File: src/rtl/cmd_rsp_initiator.sv
// Command/response initiator: issues one command, waits for the response or a timeout,
// and hands the result (with expected-value mismatch flag) back to the user.
module cmd_rsp_initiator #(
  parameter int WIDTH   = 4,
  parameter int TIMEOUT = 15
) (
  input  logic             clk,
  input  logic             reset,
  input  logic             req_valid,
  output logic             req_ready,
  input  logic [WIDTH-1:0] req_payload,
  output logic             cmd_valid,
  input  logic             cmd_ready,
  output logic [WIDTH-1:0] cmd_payload,
  input  logic             rsp_valid,
  output logic             rsp_ready,
  input  logic [WIDTH-1:0] rsp_payload,
  output logic             res_valid,
  input  logic             res_ready,
  output logic [WIDTH-1:0] res_payload,
  output logic             res_timeout,
  output logic             res_mismatch,
  output logic             busy,
  output logic [7:0]       txn_count,
  output logic [7:0]       stray_count
);

  // state | meaning
  // IDLE  | waiting for a user request
  // SEND  | presenting the command until the responder takes it
  // WAIT  | waiting for a response, timer running
  // DONE  | presenting the result until the user takes it
  typedef enum logic [1:0] {IDLE, SEND, WAIT, DONE} state_t;

  localparam logic [7:0] TMO = 8'(TIMEOUT);

  state_t           state, state_nxt;
  logic [WIDTH-1:0] cmd_reg;
  logic [WIDTH-1:0] expected;
  logic [7:0]       timer;
  logic             timer_hit;

  assign expected    = cmd_reg + cmd_reg;
  assign timer_hit   = (timer == TMO);
  assign cmd_payload = cmd_reg;

  always_ff @(posedge clk) begin
    if (reset) state <= IDLE;
    else       state <= state_nxt;
  end

  // Handshake outputs depend only on state; reset forces them low while asserted.
  always_comb begin
    state_nxt = state;
    req_ready = 1'b0;
    cmd_valid = 1'b0;
    res_valid = 1'b0;
    busy      = 1'b0;
    rsp_ready = !reset;
    case (state)
      IDLE: begin
        req_ready = !reset;
        if (req_valid) state_nxt = SEND;
      end
      SEND: begin
        cmd_valid = !reset;
        busy      = !reset;
        if (cmd_ready) state_nxt = WAIT;
      end
      WAIT: begin
        busy = !reset;
        if (rsp_valid || timer_hit) state_nxt = DONE;
      end
      DONE: begin
        res_valid = !reset;
        busy      = !reset;
        if (res_ready) state_nxt = IDLE;
      end
      default: state_nxt = IDLE;
    endcase
  end

  always_ff @(posedge clk) begin
    if (reset) begin
      cmd_reg      <= '0;
      timer        <= '0;
      res_payload  <= '0;
      res_timeout  <= 1'b0;
      res_mismatch <= 1'b0;
      txn_count    <= '0;
      stray_count  <= '0;
    end else begin
      if (state == IDLE && req_valid) cmd_reg <= req_payload;
      if (state == SEND && cmd_ready) timer <= '0;
      // A response arriving on the timeout cycle wins over the timeout.
      if (state == WAIT) begin
        if (rsp_valid) begin
          res_payload  <= rsp_payload;
          res_timeout  <= 1'b0;
          res_mismatch <= (rsp_payload != expected);
        end else if (timer_hit) begin
          res_payload  <= '0;
          res_timeout  <= 1'b1;
          res_mismatch <= 1'b0;
        end else begin
          timer <= timer + 8'd1;
        end
      end
      if (state == DONE && res_ready) txn_count <= txn_count + 8'd1;
      if (state != WAIT && rsp_valid && stray_count != 8'hFF)
        stray_count <= stray_count + 8'd1;
    end
  end

endmodule

File: config.mk
export PLATFORM = sky130hd
export DESIGN_NAME = cmd_rsp_initiator
export DESIGN_NICKNAME = d
export VERILOG_FILES = /design/src/rtl/cmd_rsp_initiator.sv
export SDC_FILE = /design/constraint.sdc
export NUM_CORES = 1
export LEC_CHECK = 0
export CAP_MARGIN = 5
export CORE_UTILIZATION = 48
export CTS_CLUSTER_DIAMETER = 120
export DETAILED_ROUTE_END_ITERATION = 8
export GPL_TIMING_DRIVEN = 0
export PLACE_DENSITY_LB_ADDON = 0.1
export RECOVER_POWER = 50
export SLEW_MARGIN = 25
export SYNTH_ARGS = -nofsm -noshare
export SYNTH_HDL_FRONTEND = slang
export SYNTH_SLANG_ARGS = --single-unit
File: constraint.sdc
create_clock -name clk -period 2.2 [get_ports clk]
set_input_delay 0.44 -clock clk [delete_from_list [all_inputs] [get_ports clk]]
set_output_delay 0.44 -clock clk [all_outputs]
set_load 0.005 [all_outputs]
### Yosys cells after proc, flatten, opt, wreduce, memory -nomap -nowiden

Index checks and enable logic that the tools add are counted.
Widths: inputs -> output; s select.

| operators by class | value |
|---|---|
| mux-type cells | 19 |
| $add $sub $neg | 4 |
| reduce and logical (&&, ||, !) cells | 12 |
| equal/unequal tests | 11 |

Operator list:

| cell | count |
|---|---|
| $mux 8 | 4 |
| $add 8x1->8 const B | 3 |
| $ne 2x2->1 const B | 5 |
| $eq 8x4->1 const B | 1 |
| $mux 1 | 8 |
| $mux 2 | 4 |
| $mux 4 | 2 |
| $ne 8x8->1 const B | 1 |
| $pmux 2 s4 | 1 |
| $logic_and 1x1->1 | 5 |
| $add 4x4->4 | 1 |
| $eq 2x2->1 const B | 2 |
| $ne 4x4->1 | 1 |
| $reduce_and 4->1 | 1 |
| $reduce_or 3->1 | 1 |
| $eq 2x1->1 const B | 1 |
| $logic_not 2->1 | 1 |
| $reduce_and 2->1 | 1 |
| $reduce_bool 2->1 | 1 |
| $logic_not 1->1 | 1 |
| $logic_or 1x1->1 | 1 |

| storage, ports and cells | value |
|---|---|
| bits of input ports | 14 |
| logic and storage cells | 54 |
| output and inout port bits | 31 |
| flip-flop bits (word level) | 36 |

### Logic depth before layout (Yosys ltp)

Gate-level depths: netlist (run 1).

| depth | value |
|---|---|
| depth in word-level cells | 6 |
| gate-level depth with buffers | 7 |

### Worst setup path before layout (run 1)

Ideal clock, no wire load.

| timing | value |
|---|---|
| path type | reg-to-reg |
| from | register state[0] |
| to | register stray_count[7] |
| period minus slack after synthesis | 1.812 ns |
| path slack | 0.388 ns |
| data required time | 2.079 ns |
| stages on the path, launching flop included | 7 |
| arrival | 1.691 ns |
| cells stage by stage | dfxtp_1 -> inv_1 -> ha_1 -> and2b_1 -> nand4_1 -> nor4_1 -> mux2_2 |

| between the ends | value |
|---|---|
| longest elaborated chain between the ends | 3 |

Ends and longest elaborated chain:

| what | line | text |
|---|---|---|
| start: declaration | 37 | `state_t state, state_nxt;` |
| start signal: assignment | 49 | `else state <= state_nxt;` |
| $ne 2x2->1 | 110 | `if (state != WAIT && rsp_valid && stray_count != 8'hFF)` |
| $logic_and 1x1->1 (2 in series) | 110 |  |
| end signal: assignment | 111 | `stray_count <= stray_count + 8'd1;` |
| end: declaration | 25 | `output logic [7:0] stray_count` |

No other way between the ends.
A chain may end at the register's enable or synchronous reset.

### Worst setup path after layout (run 1)

| timing | value |
|---|---|
| from | input reset |
| to | output rsp_ready |

| between the ends | value |
|---|---|
| longest elaborated chain between the ends | 1 |

Ends and longest elaborated chain:

| what | line | text |
|---|---|---|
| start: declaration | 8 | `input logic reset,` |
| $logic_not 1->1 | 59 | `rsp_ready = !reset;` |
| end: declaration | 16 | `output logic rsp_ready,` |

No other way between the ends.

==> impl_metrics.ini, run 1 <==
[run_status]
status = finished, final reports clean

[timing]
relSlewSlack = 0.535
finalHoldViolCount = 0
setup_violations = 0
fmax_mhz = 470
drv_slew = 0
period_needed_ps = 2130
rsz0062_at_grt = no
post-route-period-util = 0.967
skew_ps = 2.97
tightest_slew_ps = 697

[flow_run]
drv_cap = 0

[final_layout]
final_cell_mix = 36 x dfxtp_1, 23 x clkdlybuf4s50_1, 17 x nor2_1, 17 x dlygate4sd3_1, 15 x nand2_1
nets = 270
drive_gt1_frac = 0.0806
layout_commonest_cell = dfxtp_1
syn2layout_area_growth_pct = 33.4
post-route-cell-area_um2 = 2360
diodes = 0

[min_path]
hold_path_class = register to register
hold_start = cmd_payload[3]$_SDFFE_PP0P_
min_path_cells = 2
holdPathEnd = cmd_payload[3]$_SDFFE_PP0P_

[place]
io_buffers = 44
hpwl_mm = 2.72
postPlaceCellArea_um2 = 2270
gp_congestion = 0.822

[synth]
syn_nets = 218
yosys_warnings = 0
synth_edf_count = 0
synth.distinct_cells = 45
synth_ff_type = dfxtp_1
synthesis.area_um2 = 1770
synth_seq_cells = 36
async_flop_share = 0
ys_seq_area_frac = 0.407
syn-mean-instance-area_um2 = 9.03
syn_inst = 196

[pwr]
power.internal_mw = 1.19
switchingPower_mw = 0.553
total_power_mw = 1.74
leakage_nw = 0.995
p_seq_frac = 0.440
vdd_drop_max_mv = 0.426
p_per_area_nw_per_um2 = 739
swShare = 0.317
clockPowerShare = 0.253
p_comb_frac = 0.307

[worst_setup_path]
required_ps = 1760
rr_worst_depth = 6
critPathLaunchType = input pin
crit_start = reset
reg2reg_to = stray_count[7]$_SDFFE_PP0P_
cp_max_fo = 8
endpoint_kind = output port
r2r-start = state[0]$_SDFFE_PP0P_
reg2reg_slack_ps = 230
arrival_ps = 1690
crit_type = input pin to output port

[routing]
via_count = 1589
drtIter0Drc = 98
wl_per_cell_um = 13.2
via_per_inst = 5.40
ant_nets = 0
drt_first_pass_iters = 4
drt-total-wl_mm = 3.88
drc = 0

[die]
die_area_um2 = 3930
die_w_um = 62.7
initial_core_util = 0.514
rows = 21
core_region_area_um2 = 3440
fp.dieH_um = 62.7
io_pins = 45

[global_routing]
grtUsageTotal = 0.211
antenna_found_initial = 0
grt_pass1_wl_mm = 6.43
first_global_vias = 1396
overflow = 0
grt_start_max_net_pins = 11

[cts]
hold_buffers = 0
cts.sinks = 36
cts_tree = yes
clk_latency_ps = 290
cts_buffers = 5
clkTransAtPathRegs_ps = 70
htree_levels = 2
clockRootBuffer = clkbuf_8
clk_path_buf_depth = 2
-- how the worst max path moves through the flow --
stage | slack (ps) | depth (start not counted) | endpoint
floorplan | 390 | 6 | stray_count[7]$_SDFFE_PP0P_
global placement | -380 | 6 | busy
detailed placement | -390 | 6 | busy
CTS | 60 | 3 | rsp_ready
global route | 30 | 3 | rsp_ready
finish | 70 | 3 | rsp_ready
-- logic make-up after synthesis --
family	count (synthesis)	synth area share
mux	5	0.0290
buf+inv	14	0.0424
xor+xnor	11	0.0545
flops	36	0.407
simple gates	86	0.257
compound gates	36	0.153
fa+ha+maj	8	0.0566
-- state kept, by name, summed over array words and instances, names as in the netlist --
signal / flops
timer: 8
res_timeout: 1
stray_count: 8
res_payload: 4
txn_count: 8
state: 2
res_mismatch: 1
cmd_payload: 4
-- critical path, cell delays in order --
cell	delay, ps
clkdlybuf4s50_1	500
clkinv_1	230
clkdlybuf4s50_1	520
-- power groups by stage --
stage                     sequential, mW  combinational [mW]  clock, mW
after floorplan                    0.777               0.338          0
after global placement             0.778               0.557          0
after detailed placement           0.783               0.557          0
after CTS                          0.768               0.550      0.456
after global routing               0.776               0.593      0.484
final                              0.766               0.535      0.442
-- layer usage --
| metal | vias up | track usage | share of wire |
|---|---|---|---|
| met5 | - | 0 | 0 |
| met2 | 37 | 0.330 | 0.46 |
| met4 | 0 | 0.0959 | 0.017 |
| li1 | 810 | - | - |
| met1 | 737 | 0.268 | 0.49 |
| met3 | 5 | 0.0602 | 0.039 |
-- cells in the mapped netlist (2+ instances only) --
cell type / n / area (um2)
nand4_1: 9 / 56.3
mux2i_1: 4 / 40.0
nand3_1: 13 / 65.1
a22o_1: 5 / 43.8
xor2_1: 10 / 87.6
buf_6: 3 / 33.8
and2_1: 3 / 18.8
clkbuf_1: 3 / 11.3
o31ai_1: 4 / 30.0
a21oi_1: 9 / 45.0
and3_1: 6 / 37.5
nand2_1: 15 / 56.3
nor3_1: 5 / 25.0
dfxtp_1: 36 / 721
nand3b_1: 2 / 15.0
ha_1: 8 / 100
nor2_1: 17 / 63.8
nor2b_1: 6 / 37.5
a211oi_1: 2 / 15.0
a31oi_1: 4 / 25.0
inv_1: 7 / 26.3
or4_1: 2 / 15.0
-- repair_timing --
item                                    CTS  global route
pin swaps                                 0             1
setup buffers                             1             0
endpoints found under the setup margin    4             1
resized for setup                         8             2
-- per-stage QoR --
step                utilization  TNS (ps)  hold slack [ps]  setup WS [ps]  cells
finish                    0.686         0              463           72.6    294
global route              0.686         0              487           29.7    294
CTS                       0.686         0              470           62.0    294
detailed placement        0.659      -545              460           -387    286
global placement          0.659      -562              444           -379    286
floorplan                     -         0              453            388    196
-- cell type report --
class,instances,area (um2)
clock inverter,1,5.00
multi-input combinational,146,980
tap,46,57.6
fill,292,1080
timing repair buffer,45,439
sequential,36,721
inverter,8,30.0
buffer,6,55.1
clock buffer,6,72.6
Note: power is estimated with default switching activity, not from simulation.
==> run 2: changes to the inputs <==
Settings changed: REMOVE_ABC_BUFFERS set to 1.
==> run 2 against run 1 <==
Compared with the run above: setup slack gained 33 ps; register-to-register slack worse by 70 ps; via count up 0.31%; combinational power rose by 0.9%; clock skew down 0.95 ps; sequential power about the same; maximum frequency up 1.6%; highest routed layer unchanged.
==> impl_metrics.ini, run 2 (synthesis results as in run 1) <==
[cts]
cts.sinks = 36
clk_path_buf_depth = 2
clk_latency_ps = 280
htree_levels = 2
cts_buffers = 5
cts_tree = yes
clkTransAtPathRegs_ps = 60
hold_buffers = 0
clockRootBuffer = clkbuf_8

[final_layout]
multi_input_area_um2 = 982
nets = 263
final_cell_mix = 36 x dfxtp_1, 24 x clkdlybuf4s50_1, 19 x dlygate4sd3_1
top_regs = stray_count: 8 flops, timer: 8 flops, txn_count: 8 flops
layout_commonest_cell = dfxtp_1
nFillCells = 286
final_cell_count_no_fill = 285
syn2layout_area_growth_pct = 29.8
regArea_um2 = 721
drive_gt1_frac = 0.0669
diodes = 0

[place]
hpwl_mm = 2.73
io_buffers = 44
numPlacedInstances = 280
gp_congestion = 0.793

[worst_setup_path]
endpoint_kind = output port
cp_max_fo = 7
required_ps = 1760
arrival_ps = 1650
crit_type = register to output port
critPathLaunchType = register

[pwr]
leakage_nw = 0.947
p_per_area_nw_per_um2 = 747
vdd_drop_max_mv = 0.434
total_power_mw = 1.72

[routing]
ant_nets = 0
drtIter0Drc = 90
wl_per_cell_um = 13.3
via_count = 1594
drc = 0
drt-total-wl_mm = 3.78
drt_first_pass_iters = 4
via_per_inst = 5.59

[global_routing]
use_met3 = 0.0511
grtUsageTotal = 0.212
use_met2 = 0.375
busiest_layer = met2
grt_start_max_net_pins = 39
antenna_found_initial = 0
first_global_vias = 1540
grt_use_met1 = 0.241
overflow = 0
grt_pass1_wl_mm = 6.66

[timing]
drv_slew = 0
post-route-period-util = 0.952
skew_ps = 2.02
finalHoldViolCount = 0
rsz0062_at_grt = no
period_needed_ps = 2090
relSlewSlack = 0.536
tightest_slew_ps = 696
fmax_mhz = 478
setup_violations = 0

[die]
initial_core_util = 0.514
die_area_um2 = 3930
die_w_um = 62.7
io_pins = 45
core_region_area_um2 = 3440
fp.dieH_um = 62.7
rows = 21

[run_status]
status = finished, final reports clean

[flow_run]
drv_cap = 0

[min_path]
hold_path_class = register to register
==> run 2: repair_timing <==
item	4_1_cts	5_1_grt
setup buffers	0	0
setup endpoints to repair	1	2
resized for setup	1	2
==> run 2: critical path: stages, from the launching register on <==
cell and delay, ps:
dfxtp_1 350, inv_1 120, ha_2 250, nor2b_1 140, clkdlybuf4s50_1 500
==> run 2: power by group <==
part           switching [mW]  internal (mW)  leakage (nW)
Sequential             0.0509          0.714         0.291
Combinational           0.273          0.267         0.620
Clock                   0.207          0.204        0.0359
==> run 2: worst paths after layout <==
| kind | from | to | slack [ps] | cells past startpoint |
|---|---|---|---|---|
| worst max register to register | state[0]$_SDFFE_PP0P_ | stray_count[7]$_SDFFE_PP0P_ | 160 | 6 |
| worst min-delay path | cmd_payload[3]$_SDFFE_PP0P_ | cmd_payload[3]$_SDFFE_PP0P_ | 460 | 2 |
| worst max-delay path | state[0]$_SDFFE_PP0P_ | req_ready | 110 | 4 |
| worst min register to register | cmd_payload[3]$_SDFFE_PP0P_ | cmd_payload[3]$_SDFFE_PP0P_ | 460 | 2 |
==> run 2: through the flow <==
stage               hold slack, ps  setup WS, ps  instance area (um2)  utilization  setup TNS, ps
floorplan                      447           388                 1720            -              0
global placement               447         -1180                 2220        0.646          -9590
detailed placement             458          -180                 2220        0.644           -209
CTS                            468          37.2                 2290        0.665              0
global route                   482          3.23                 2300        0.667              0
finish                         461           106                 2300        0.667              0
==> run 2: metal layers <==
metal	vias to the layer above	wire length, um
met5	-	0
met4	0	59
met3	7	104
met2	32	1870
met1	763	1750
li1	792	-
==> run 2: area by class of cell <==
type                    count  area share
flip-flops and latches     36       0.314
repair buffers             44       0.191
well taps                  46      0.0251
clock buffers               5      0.0300
inverters                   8      0.0131
multi-input cells         146       0.428
==> run 3: changes to the inputs <==
Settings changed: CAP_MARGIN 5 to unset, SLEW_MARGIN 25 to 40.
Clock period 2.2 ns to 2.4 ns, I/O delays scaled along.
==> run 3 against run 2 <==
Compared with the run above: final cell count unchanged; largest power group unchanged; critical path type unchanged; non-clock buffer count unchanged; sequential cell count unchanged.
==> impl_metrics.ini, run 3 (synthesis results as in run 1) <==
[final_layout]
top_regs = stray_count: 8 flops, timer: 8 flops, txn_count: 8 flops
multi_input_area_um2 = 961
regArea_um2 = 721
final_cell_mix = 36 x dfxtp_1, 27 x clkdlybuf4s50_1, 17 x nor2_1
layout_commonest_cell = dfxtp_1
nFillCells = 290
diodes = 0
drive_gt1_frac = 0.0502
nets = 263
syn2layout_area_growth_pct = 28.6

[timing]
tightest_slew_ps = 905
fmax_mhz = 454
period_needed_ps = 2200
hold_ws_ps = 462
drv_slew = 0
rsz0062_at_grt = no
post-route-period-util = 0.918
skew_ps = 1.73
layout_setup_ws_ps = 196
finalHoldViolCount = 0
relSlewSlack = 0.392
fin_setup_tns_ps = 0
setup_violations = 0

[cts]
clk_latency_ps = 280
cts_setup_buffers = 0
cts.sinks = 36
clkTransAtPathRegs_ps = 60
clk_path_buf_depth = 2
cts_buffers = 5
clockRootBuffer = clkbuf_8
cts_tree = yes
htree_levels = 2

[global_routing]
grtUsageTotal = 0.212
antenna_found_initial = 0
grt_start_max_net_pins = 39
first_global_vias = 1540
overflow = 0
grt_pass1_wl_mm = 6.66

[routing]
via_count = 1574
drt-total-wl_mm = 3.75
drc = 0
drtIter0Drc = 113
ant_nets = 0
drt_first_pass_iters = 4
wl_per_cell_um = 13.2
via_per_inst = 5.52

[die]
initial_core_util = 0.514
fp.dieH_um = 62.7
die_w_um = 62.7
core_region_area_um2 = 3440
io_pins = 45
rows = 21
die_area_um2 = 3930

[pwr]
switchingPower_mw = 0.486
leakage_nw = 0.936
vdd_drop_max_mv = 0.398
p_comb_frac = 0.310
p_per_area_nw_per_um2 = 687
power.internal_mw = 1.08
p_seq_frac = 0.448
swShare = 0.311
clockPowerShare = 0.242

[place]
place_ws_ps = -59.9
gp_congestion = 0.793
io_buffers = 44
hpwl_mm = 2.73

[worst_setup_path]
crit_type = register to output port
cp_max_fo = 7
rr_worst_depth = 4
endpoint_kind = output port
arrival_ps = 1720
critPathLaunchType = register
required_ps = 1920

[min_path]
min_path_cells = 2
hold_path_class = register to register

[run_status]
status = finished, final reports clean

[flow_run]
drv_cap = 0
run 3: worst paths after layout:
path | from | end | slack (ps)
worst max-delay path | state[0]$_SDFFE_PP0P_ | req_ready | 200
worst min-delay path | cmd_payload[3]$_SDFFE_PP0P_ | cmd_payload[3]$_SDFFE_PP0P_ | 460
worst max register to register | timer[6]$_SDFF_PP0_ | state[1]$_SDFFE_PP0P_ | 260
worst min register to register | cmd_payload[3]$_SDFFE_PP0P_ | cmd_payload[3]$_SDFFE_PP0P_ | 460
run 3: layout make-up:
type / count / area share
clock buffers: 5 / 0.0302
repair buffers: 44 / 0.192
well taps: 46 / 0.0253
multi-input cells: 146 / 0.422
inverters: 8 / 0.0132
flip-flops and latches: 36 / 0.317
run 3: critical path, stage by stage (launching register included):
cell and delay (ps):
dfxtp_1 350, inv_1 120, ha_1 310, nor2b_1 160
clkdlybuf4s50_1 500
run 3: per-stage QoR:
stage                      util  instances  power, mW  instance area, um2
after floorplan               -        190       1.00                1720
after global placement    0.646        280       1.19                2220
after global routing      0.661        285       1.67                2280
final                     0.661        285       1.56                2280
after CTS                 0.665        285       1.59                2290
after detailed placement  0.644        280       1.22                2220
run 3: layer usage:
metal | part of all wire | track usage
met4 | 0.015 | 0.0872
met5 | 0 | 0
met3 | 0.028 | 0.0511
met2 | 0.50 | 0.375
met1 | 0.46 | 0.241
run 3: power by group through the flow:
stage          registers, mW  logic (mW)  clock network (mW)
2_1_floorplan          0.712       0.290                   0
3_3_place_gp           0.711       0.480                   0
3_5_place_dp           0.715       0.502                   0
4_1_cts                0.702       0.505               0.387
5_1_grt                0.709       0.542               0.415
6_report               0.701       0.485               0.378
run 3: what timing repair did:
item | 4_1_cts | 5_1_grt
gates resized for setup | 1 | 0
endpoints found under the setup margin | 1 | 0
hold buffers | 0 | 0
